**src/rtl/l2_mp_array_pkg.sv**
```systemverilog
// Shared types and helpers for the L2 multi-port storage array.
package l2_mp_array_pkg;

  localparam int unsigned BYTE_W = 8;

  typedef enum logic {
    CLEAR = 1'b0,
    IDLE  = 1'b1
  } clr_state_t;

  // One byte of a masked update; shared by the write port and the read bypass.
  function automatic logic [BYTE_W-1:0] byte_merge(
    input logic [BYTE_W-1:0] old_b,
    input logic [BYTE_W-1:0] new_b,
    input logic              mask
  );
    return mask ? new_b : old_b;
  endfunction

endpackage

```
**src/rtl/l2_mp_array_if.sv**
```systemverilog
// Write/read bus of the L2 storage array; master drives requests, slave returns data.
interface l2_mp_array_if #(
  parameter int unsigned S_INDEX = 4,
  parameter int unsigned WIDTH   = 32,
  parameter int unsigned NUM_RD  = 2
);
  localparam int unsigned NBYTES = WIDTH / 8;

  logic                               busy;
  logic [NUM_RD-1:0]                  read;
  logic [NUM_RD-1:0][S_INDEX-1:0]     rindex;
  logic [NUM_RD-1:0][WIDTH-1:0]       dataout;
  logic                               load;
  logic [S_INDEX-1:0]                 windex;
  logic [NBYTES-1:0]                  wmask;
  logic [WIDTH-1:0]                   datain;

  modport master (
    output read, rindex, load, windex, wmask, datain,
    input  busy, dataout
  );

  modport slave (
    input  read, rindex, load, windex, wmask, datain,
    output busy, dataout
  );
endinterface

```
**src/rtl/l2_mp_array_clear_seq.sv**
```systemverilog
// Post-reset clear sweep: zeroes one set per cycle and reports busy until done.
module l2_mp_array_clear_seq
  import l2_mp_array_pkg::*;
#(
  parameter int unsigned S_INDEX      = 4,
  parameter int unsigned CLEAR_ON_RST = 1
) (
  input  logic               clk,
  input  logic               rst,
  output logic               o_busy,
  output logic               o_clr_we_c,
  output logic [S_INDEX-1:0] o_clr_idx
);

  localparam int unsigned NUM_SETS = 1 << S_INDEX;
  localparam int unsigned CW       = S_INDEX + 1;

  generate
    if (CLEAR_ON_RST != 0) begin : g_seq
      clr_state_t    r_state;
      clr_state_t    w_state_nxt;
      logic [CW-1:0] r_clr_idx;
      logic [CW-1:0] w_clr_idx_nxt;
      logic          r_busy;

      always_ff @(posedge clk) begin
        if (rst) begin
          r_state   <= CLEAR;
          r_clr_idx <= '0;
          r_busy    <= 1'b1;
        end else begin
          r_state   <= w_state_nxt;
          r_clr_idx <= w_clr_idx_nxt;
          r_busy    <= (w_state_nxt == CLEAR);
        end
      end

      // The last set's write and the move to IDLE share one edge.
      always_comb begin
        w_state_nxt   = r_state;
        w_clr_idx_nxt = r_clr_idx;
        case (r_state)
          CLEAR: begin
            w_clr_idx_nxt = r_clr_idx + CW'(1);
            if (r_clr_idx == CW'(NUM_SETS - 1)) begin
              w_state_nxt = IDLE;
            end
          end
          IDLE: begin
            w_state_nxt = IDLE;
          end
        endcase
      end

      assign o_busy     = r_busy;
      assign o_clr_we_c = (r_state == CLEAR) & ~rst;
      assign o_clr_idx  = r_clr_idx[S_INDEX-1:0];
    end else begin : g_none
      assign o_busy     = 1'b0;
      assign o_clr_we_c = 1'b0;
      assign o_clr_idx  = '0;
    end
  endgenerate

endmodule

```
**src/rtl/l2_mp_array.sv**
```systemverilog
// L2 storage array: one byte-masked write port, NUM_RD read ports with per-byte bypass.
module l2_mp_array
  import l2_mp_array_pkg::*;
#(
  parameter int unsigned S_INDEX      = 4,
  parameter int unsigned WIDTH        = 32,
  parameter int unsigned NUM_RD       = 2,
  parameter int unsigned RD_REG       = 0,
  parameter int unsigned CLEAR_ON_RST = 1
) (
  input  logic          clk,
  input  logic          rst,
  l2_mp_array_if.slave  bus
);

  localparam int unsigned NUM_SETS = 1 << S_INDEX;
  localparam int unsigned NBYTES   = WIDTH / 8;

  logic               w_busy;
  logic               w_clr_we;
  logic [S_INDEX-1:0] w_clr_idx;
  logic               w_byp_en;
  logic               w_wr_en;

  (* ramstyle = "logic" *) logic [WIDTH-1:0] r_mem [NUM_SETS];

  l2_mp_array_clear_seq #(
    .S_INDEX      (S_INDEX),
    .CLEAR_ON_RST (CLEAR_ON_RST)
  ) u_clear_seq (
    .clk        (clk),
    .rst        (rst),
    .o_busy     (w_busy),
    .o_clr_we_c (w_clr_we),
    .o_clr_idx  (w_clr_idx)
  );

  assign bus.busy = w_busy;
  assign w_byp_en = bus.load & ~w_busy;
  assign w_wr_en  = w_byp_en & ~rst;

  // Storage: flop-reset clear, sweep clear, or masked write.
  always_ff @(posedge clk) begin
    if (rst && (CLEAR_ON_RST == 0)) begin
      for (int s = 0; s < int'(NUM_SETS); s++) begin
        r_mem[s] <= '0;
      end
    end else if (w_clr_we) begin
      r_mem[w_clr_idx] <= '0;
    end else if (w_wr_en) begin
      for (int b = 0; b < int'(NBYTES); b++) begin
        r_mem[bus.windex][BYTE_W*b +: BYTE_W] <= byte_merge(
          r_mem[bus.windex][BYTE_W*b +: BYTE_W],
          bus.datain[BYTE_W*b +: BYTE_W],
          bus.wmask[b]);
      end
    end
  end

  generate
    for (genvar gi = 0; gi < int'(NUM_RD); gi++) begin : g_rd
      logic             w_hit;
      logic [WIDTH-1:0] w_merge;

      assign w_hit = w_byp_en & (bus.windex == bus.rindex[gi]);

      always_comb begin
        w_merge = '0;
        for (int b = 0; b < int'(NBYTES); b++) begin
          w_merge[BYTE_W*b +: BYTE_W] = byte_merge(
            r_mem[bus.rindex[gi]][BYTE_W*b +: BYTE_W],
            bus.datain[BYTE_W*b +: BYTE_W],
            w_hit & bus.wmask[b]);
        end
      end

      if (RD_REG != 0) begin : g_reg
        logic [WIDTH-1:0] r_dout;

        always_ff @(posedge clk) begin
          if (rst) begin
            r_dout <= '0;
          end else if (bus.read[gi] && !w_busy) begin
            r_dout <= w_merge;
          end
        end

        assign bus.dataout[gi] = r_dout;
      end else begin : g_comb
        assign bus.dataout[gi] = w_busy ? '0 : w_merge;
      end
    end
  endgenerate

endmodule

```
**src/flat_wrapper.sv**
```systemverilog
// flat-port wrapper written by rule: the top's interface ports become plain ports
module l2_mp_array_flat import l2_mp_array_pkg::*;
#(
  parameter int unsigned S_INDEX      = 4,
  parameter int unsigned WIDTH        = 32,
  parameter int unsigned NUM_RD       = 2,
  parameter int unsigned RD_REG       = 0,
  parameter int unsigned CLEAR_ON_RST = 1
)
  (clk, rst, bus_read, bus_rindex, bus_load, bus_windex, bus_wmask, bus_datain, bus_busy, bus_dataout);
  l2_mp_array_if #(.S_INDEX(S_INDEX), .WIDTH(WIDTH), .NUM_RD(NUM_RD)) bus_i ();
  input  logic clk;
  input  logic rst;
  input wire logic [$bits(bus_i.read)-1:0] bus_read;
  input wire logic [$bits(bus_i.rindex)-1:0] bus_rindex;
  input wire logic [$bits(bus_i.load)-1:0] bus_load;
  input wire logic [$bits(bus_i.windex)-1:0] bus_windex;
  input wire logic [$bits(bus_i.wmask)-1:0] bus_wmask;
  input wire logic [$bits(bus_i.datain)-1:0] bus_datain;
  output wire logic [$bits(bus_i.busy)-1:0] bus_busy;
  output wire logic [$bits(bus_i.dataout)-1:0] bus_dataout;
  assign bus_i.read = bus_read;
  assign bus_i.rindex = bus_rindex;
  assign bus_i.load = bus_load;
  assign bus_i.windex = bus_windex;
  assign bus_i.wmask = bus_wmask;
  assign bus_i.datain = bus_datain;
  assign bus_busy = bus_i.busy;
  assign bus_dataout = bus_i.dataout;
  l2_mp_array #(.S_INDEX(S_INDEX), .WIDTH(WIDTH), .NUM_RD(NUM_RD), .RD_REG(RD_REG), .CLEAR_ON_RST(CLEAR_ON_RST)) u_core (.clk(clk), .rst(rst), .bus(bus_i));
endmodule
```
**config.mk**
```make
export PLATFORM = sky130hd
export DESIGN_NAME = l2_mp_array_flat
export DESIGN_NICKNAME = d
export VERILOG_FILES = /design/src/rtl/l2_mp_array_pkg.sv /design/src/rtl/l2_mp_array_if.sv /design/src/rtl/l2_mp_array_clear_seq.sv /design/src/rtl/l2_mp_array.sv /design/src/flat_wrapper.sv
export SDC_FILE = /design/constraint.sdc
export NUM_CORES = 1
export LEC_CHECK = 0
export CELL_PAD_IN_SITES_DETAIL_PLACEMENT = 2
export CELL_PAD_IN_SITES_GLOBAL_PLACEMENT = 2
export CORE_ASPECT_RATIO = 0.8
export CORE_MARGIN = 1
export CORE_UTILIZATION = 49
export CTS_BUF_LIST = sky130_fd_sc_hd__clkbuf_4
export DETAILED_ROUTE_END_ITERATION = 12
export PLACE_DENSITY = 0.83
export SLEW_MARGIN = 30
export SYNTH_ARGS = -nofsm -noshare
export SYNTH_HDL_FRONTEND = slang
export SYNTH_SLANG_ARGS = --single-unit
```
**constraint.sdc**
```tcl
create_clock -name clk -period 4.7 [get_ports clk]
set_clock_uncertainty 0.05 [all_clocks]
set_input_delay 1.41 -clock clk [delete_from_list [all_inputs] [get_ports clk]]
set_output_delay 1.41 -clock clk [all_outputs]
set_load 0.005 [all_outputs]
```
==> reports/results.tsv, run 1 <==
metric	value	unit
status	did not finish	
Stopped at	clock tree synthesis	
tool error	[ERROR DPL-0033] detailed placement checks failed during check placement.	
IO Pins	118	
cts repair resizes	383	
synthesized area per cell	18.76	um2
placed instance count	2242	
Clock Tree Buf Depth	3	
Post-synth top cells	edfxtp_1, mux4_2, a22oi_1	
HPWL Detailed	62900	um
Max H-tree Level	4	
Die Ht	203.7	um
Async SR Flop Fraction	0	%
Horiz. Die Dim	254.1	um
Main synth FF type	edfxtp_1	
Num Clock Sinks	519	
Yosys cell types	32	
top cells by area, synth	edfxtp_1, mux4_2, a22oi_1, mux2_2, nor3_1	
TritonCTS Buffers	137	
FP Rows	73	
register area share after synthesis	62.26	%
hold buffers post-CTS	0	
count leader, synth	edfxtp_1	
largest area contributor in the netlist	edfxtp_1	
gp weighted congestion	0.8026	
Root Buffer	clkbuf_4	
Warnings, synthesis	0	
Syn Inst Count	1328	
synthesized area	24920	um2
Port Buffers	115	
flops & latches, synth	519	
Post-synth EDFFs	512	
Area after DPL	28850	um2
post-synthesis net count	1383	
Setup Fix Bufs, Post-CTS	81	
Yosys top cell area share	61.70	%
Initial Util	49.88	%
[metrics by stage]
| step | setup WS [ns] | util, % |
|---|---|---|
| 2_1_floorplan | 0.3552 | - |
| 3_3_place_gp | -0.5492 | 57.74 |
| 3_5_place_dp | -0.7587 | 57.74 |
[cell families after synthesis]
logic type,Yosys count,share of synthesized area (%)
adder cells (fa/ha/maj),2,0.1004
multiplexers,297,25.03
XOR/XNOR,11,0.3866
AND/OR/NAND/NOR,183,3.906
AO/OA/AOI/OAI,201,5.865
buffers and inverters,115,2.450
flip-flops,519,62.26
==> run 2: changes to the inputs <==
--- a/config.mk
+++ b/config.mk
@@ -5,14 +5,10 @@
 export SDC_FILE = /design/constraint.sdc
 export NUM_CORES = 1
 export LEC_CHECK = 0
-export CELL_PAD_IN_SITES_DETAIL_PLACEMENT = 2
-export CELL_PAD_IN_SITES_GLOBAL_PLACEMENT = 2
-export CORE_ASPECT_RATIO = 0.8
 export CORE_MARGIN = 1
-export CORE_UTILIZATION = 49
-export CTS_BUF_LIST = sky130_fd_sc_hd__clkbuf_4
+export CORE_UTILIZATION = 40
 export DETAILED_ROUTE_END_ITERATION = 12
-export PLACE_DENSITY = 0.83
+export PLACE_DENSITY_LB_ADDON = 0.15
 export SLEW_MARGIN = 30
 export SYNTH_ARGS = -nofsm -noshare
 export SYNTH_HDL_FRONTEND = slang
==> run 2 against run 1 <==
Net effect: the flow now finishes, with violations (setup timing); synthesized cell count is the same; area after synthesis did not move.
==> reports/results.tsv, run 2 <==
metric	value	unit	change
status	finished, violations left		
failing checks	setup timing		
Max stage delay on crit path	0.52	ns	
Worst Path Buf+Inv	3		
Worst setup startpoint	bus_rindex[0]		
pwr dens	311.4	nW/um2	
GRT met1 Usage	33.90	%	
vias in the first global route	15720		
register clock-pin slew on the reported worst setup and hold paths	0.06	ns	
Compound-Gate Fraction of Synth Area	5.865	%	unchanged
Clock Tree Buf Depth	3		unchanged
Top Registers	u_core.r_mem x512, u_core.u_clear_seq.g_seq.r_clr_idx x5		
most used cell, CP	buf_16		
CTS tree	built		
Tot Pwr	0.009950	W	
Final Setup Violations	1		
hold path depth	2		
Syn Inst Count	1328		unchanged
largest area contributor in the netlist	edfxtp_1		
post-place setup slack	-0.5723	ns	+0.1864 ns
final std cells w/o fill	2547		
Worst Setup End Kind	primary output		
synthesized area	24920	um2	unchanged
via count	15370		
Horiz. Die Dim	251.6	um	-1.0%
Warnings, synthesis	0		unchanged
HPWL Detailed	46640	um	-26%
Clock Latency Late Sink	0.60	ns	
Slowest cell on crit path	mux4_2		
RSZ-0062 raised after global routing	yes		
Levels on crit path	7		
critical setup path kind	input pin to primary output		
final net count	1725		
count leader, synth	edfxtp_1		
Area growth, synth to finish	28.23	%	
layout cells sized above 1	44.94	%	
Initial Util	40.45	%	-9.4 points
GR Layer Usage met3	4.127	%	
Worst-Margin Slew	0.9067	ns	
Die Ht	251.6	um	+24%
number of flip-flops in the largest register	512		
Root Buffer	clkbuf_16		
remaining antenna violation count	0		
worst reg2reg setup slack	1.48	ns	
drt wl/cell	30.04	um	
Yosys top cell area share	61.70	%	unchanged
crit path max fanout	10		
TritonCTS Buffers	53		-61%
Main synth FF type	edfxtp_1		
total track usage	24.28	%	
Via density	6.035		
DIE AREA	63300	um2	
Final WS setup	-0.02414	ns	
RR Startpoint	u_core.u_clear_seq.o_busy		
Yosys cell types	32		unchanged
post-synthesis net count	1383		unchanged
Hold WS	0.4409	ns	
Crit path max-delay family	multiplexers		
fin area	31950	um2	
Post-synth top cells	edfxtp_1, mux4_2, a22oi_1		
core area	61600	um2	
Slew Limit Fails	0		
multiplexer area fraction after synthesis	25.03	%	unchanged
critical hold path startpoint	u_core.u_clear_seq.g_seq.r_clr_idx[4]		
FP Rows	91		+25%
WP data required	3.24	ns	
Hold WC Path Type	register to register		
WHS Endpoint	u_core.u_clear_seq.g_seq.r_clr_idx[4]		
Max H-tree Level	2		-2
hold buffers post-CTS	0		unchanged
fin crit period	4.724	ns	
flops & latches, synth	519		unchanged
DR iter-0 viols	1471		
initial antenna violation count	1		
Synth Area in XOR/XNOR	0.3866	%	unchanged
Async SR Flop Fraction	0	%	unchanged
fin crit share	100.5	%	
top cells by area, synth	edfxtp_1, mux4_2, a22oi_1, mux2_2, nor3_1		
Num Clock Sinks	519		unchanged
Area after DPL	28990	um2	+0.48%
GRT Max-Usage Layer	met2		
P_leak	11.88	nW	
placed instance count	2380		+6.2%
worst r2r dst	u_core.r_mem[0][4]		
Adder-Cell Fraction of Synth Area	0.1004	%	unchanged
Routed WL	76500	um	
commonest non-fill, non-tap cell in the layout	edfxtp_1		
Post-Synth Simple-Gate Area	3.906	%	unchanged
Post-synth EDFFs	512		unchanged
crit-path cells	buf_16 -> buf_16 -> mux4_2 -> a22oi_1 -> a21oi_1 -> mux2_2 -> clkdlybuf4s50_1		
Setup crit start kind	input pin		
gp weighted congestion	0.7938		-1.1%
Port Buffers	115		unchanged
largest net degree at the start of global routing	25		
IO Pins	118		unchanged
M2 GR Usage	39.04	%	
DRC viols	0		
largest family of logic cells by synthesized area	multiplexers		
R2R depth	6		
commonest non-fill, non-tap cells in the layout	edfxtp_1, mux4_2, buf_4		
synthesized area per cell	18.76	um2	unchanged
fmax	211.7	MHz	
Max-Slew Margin vs Limit	39.09	%	
final hold violation count	0		
First-pass DRT Iterations	5		
first-pass GRT wire length	108600	um	
largest reg by FF count	u_core.r_mem		
worst vdd ir	249.6	uV	
total grt overflow	0		
max-cap violation count	0		
crit path DAT	3.26	ns	
register area share after synthesis	62.26	%	unchanged
==> run 2: layout make-up <==
cell class	count	area (um2)
Inverter	2	7.507
Antenna cell	1	2.502
Timing Repair Buffer	400	4521
Clock inverter	23	156.4
Tap cell	837	1047
Multi-Input combinational cell	694	9290
Fill cell	4977	29640
Clock buffer	71	1414
Sequential cell	519	15520
==> run 2: worst reg2reg max path, stage by stage, from the launching register on <==
cell     delay [ns]
dfxtp_2        0.52
buf_4          0.41
nor2b_1        0.37
nand2_1        0.09
a21o_1         0.36
nor3_1         0.81
buf_4          0.32
==> run 2: routing by layer <==
layer | part of all wire, % | wire [um]
met1 | 42 | 32030
met2 | 48 | 36740
met3 | 7.2 | 5473
met4 | 2.9 | 2251
met5 | 0 | 0
==> run 2: how the worst max path moves through the flow <==
stage | slack (ns) | to
CTS | -0.18 | bus_dataout[4]
floorplan | 0.36 | bus_dataout[44]
finish | -0.02 | bus_dataout[11]
global placement | -0.58 | bus_dataout[36]
global route | -0.12 | bus_dataout[11]
detailed placement | -0.57 | bus_dataout[38]
==> run 2: per-stage QoR <==
stage | utilization [%] | TNS [ns]
after floorplan | - | 0
after global routing | 51.87 | -0.8676
after global placement | 47.06 | -29.79
after CTS | 51.12 | -1.968
final | 51.88 | -0.02414
after detailed placement | 47.06 | -29.28
==> run 2: logic make-up (layout without fill, tap and decap cells) <==
logic type | count (synthesis) | count (layout)
xor+xnor | 11 | 11
fa+ha+maj | 2 | 2
mux | 297 | 297
simple gates | 183 | 183
flops | 519 | 519
compound gates | 201 | 201
other cells | 0 | 1
buf+inv | 115 | 496
==> run 2: report_power, final <==
part / switching [W] / internal [W]
logic: 0.000462 / 0.000465
clock network: 0.00173 / 0.00220
registers: 0.0000211 / 0.00507
==> run 2: repair_timing <==
item / 4_1_cts / 5_1_grt
setup endpoints to repair: 64 / 53
setup buffers: 34 / 31
gates cloned: 8 / 3
gates resized for setup: 180 / 80
pin swaps: 40 / 34
Power figures use the tool's default switching activity.
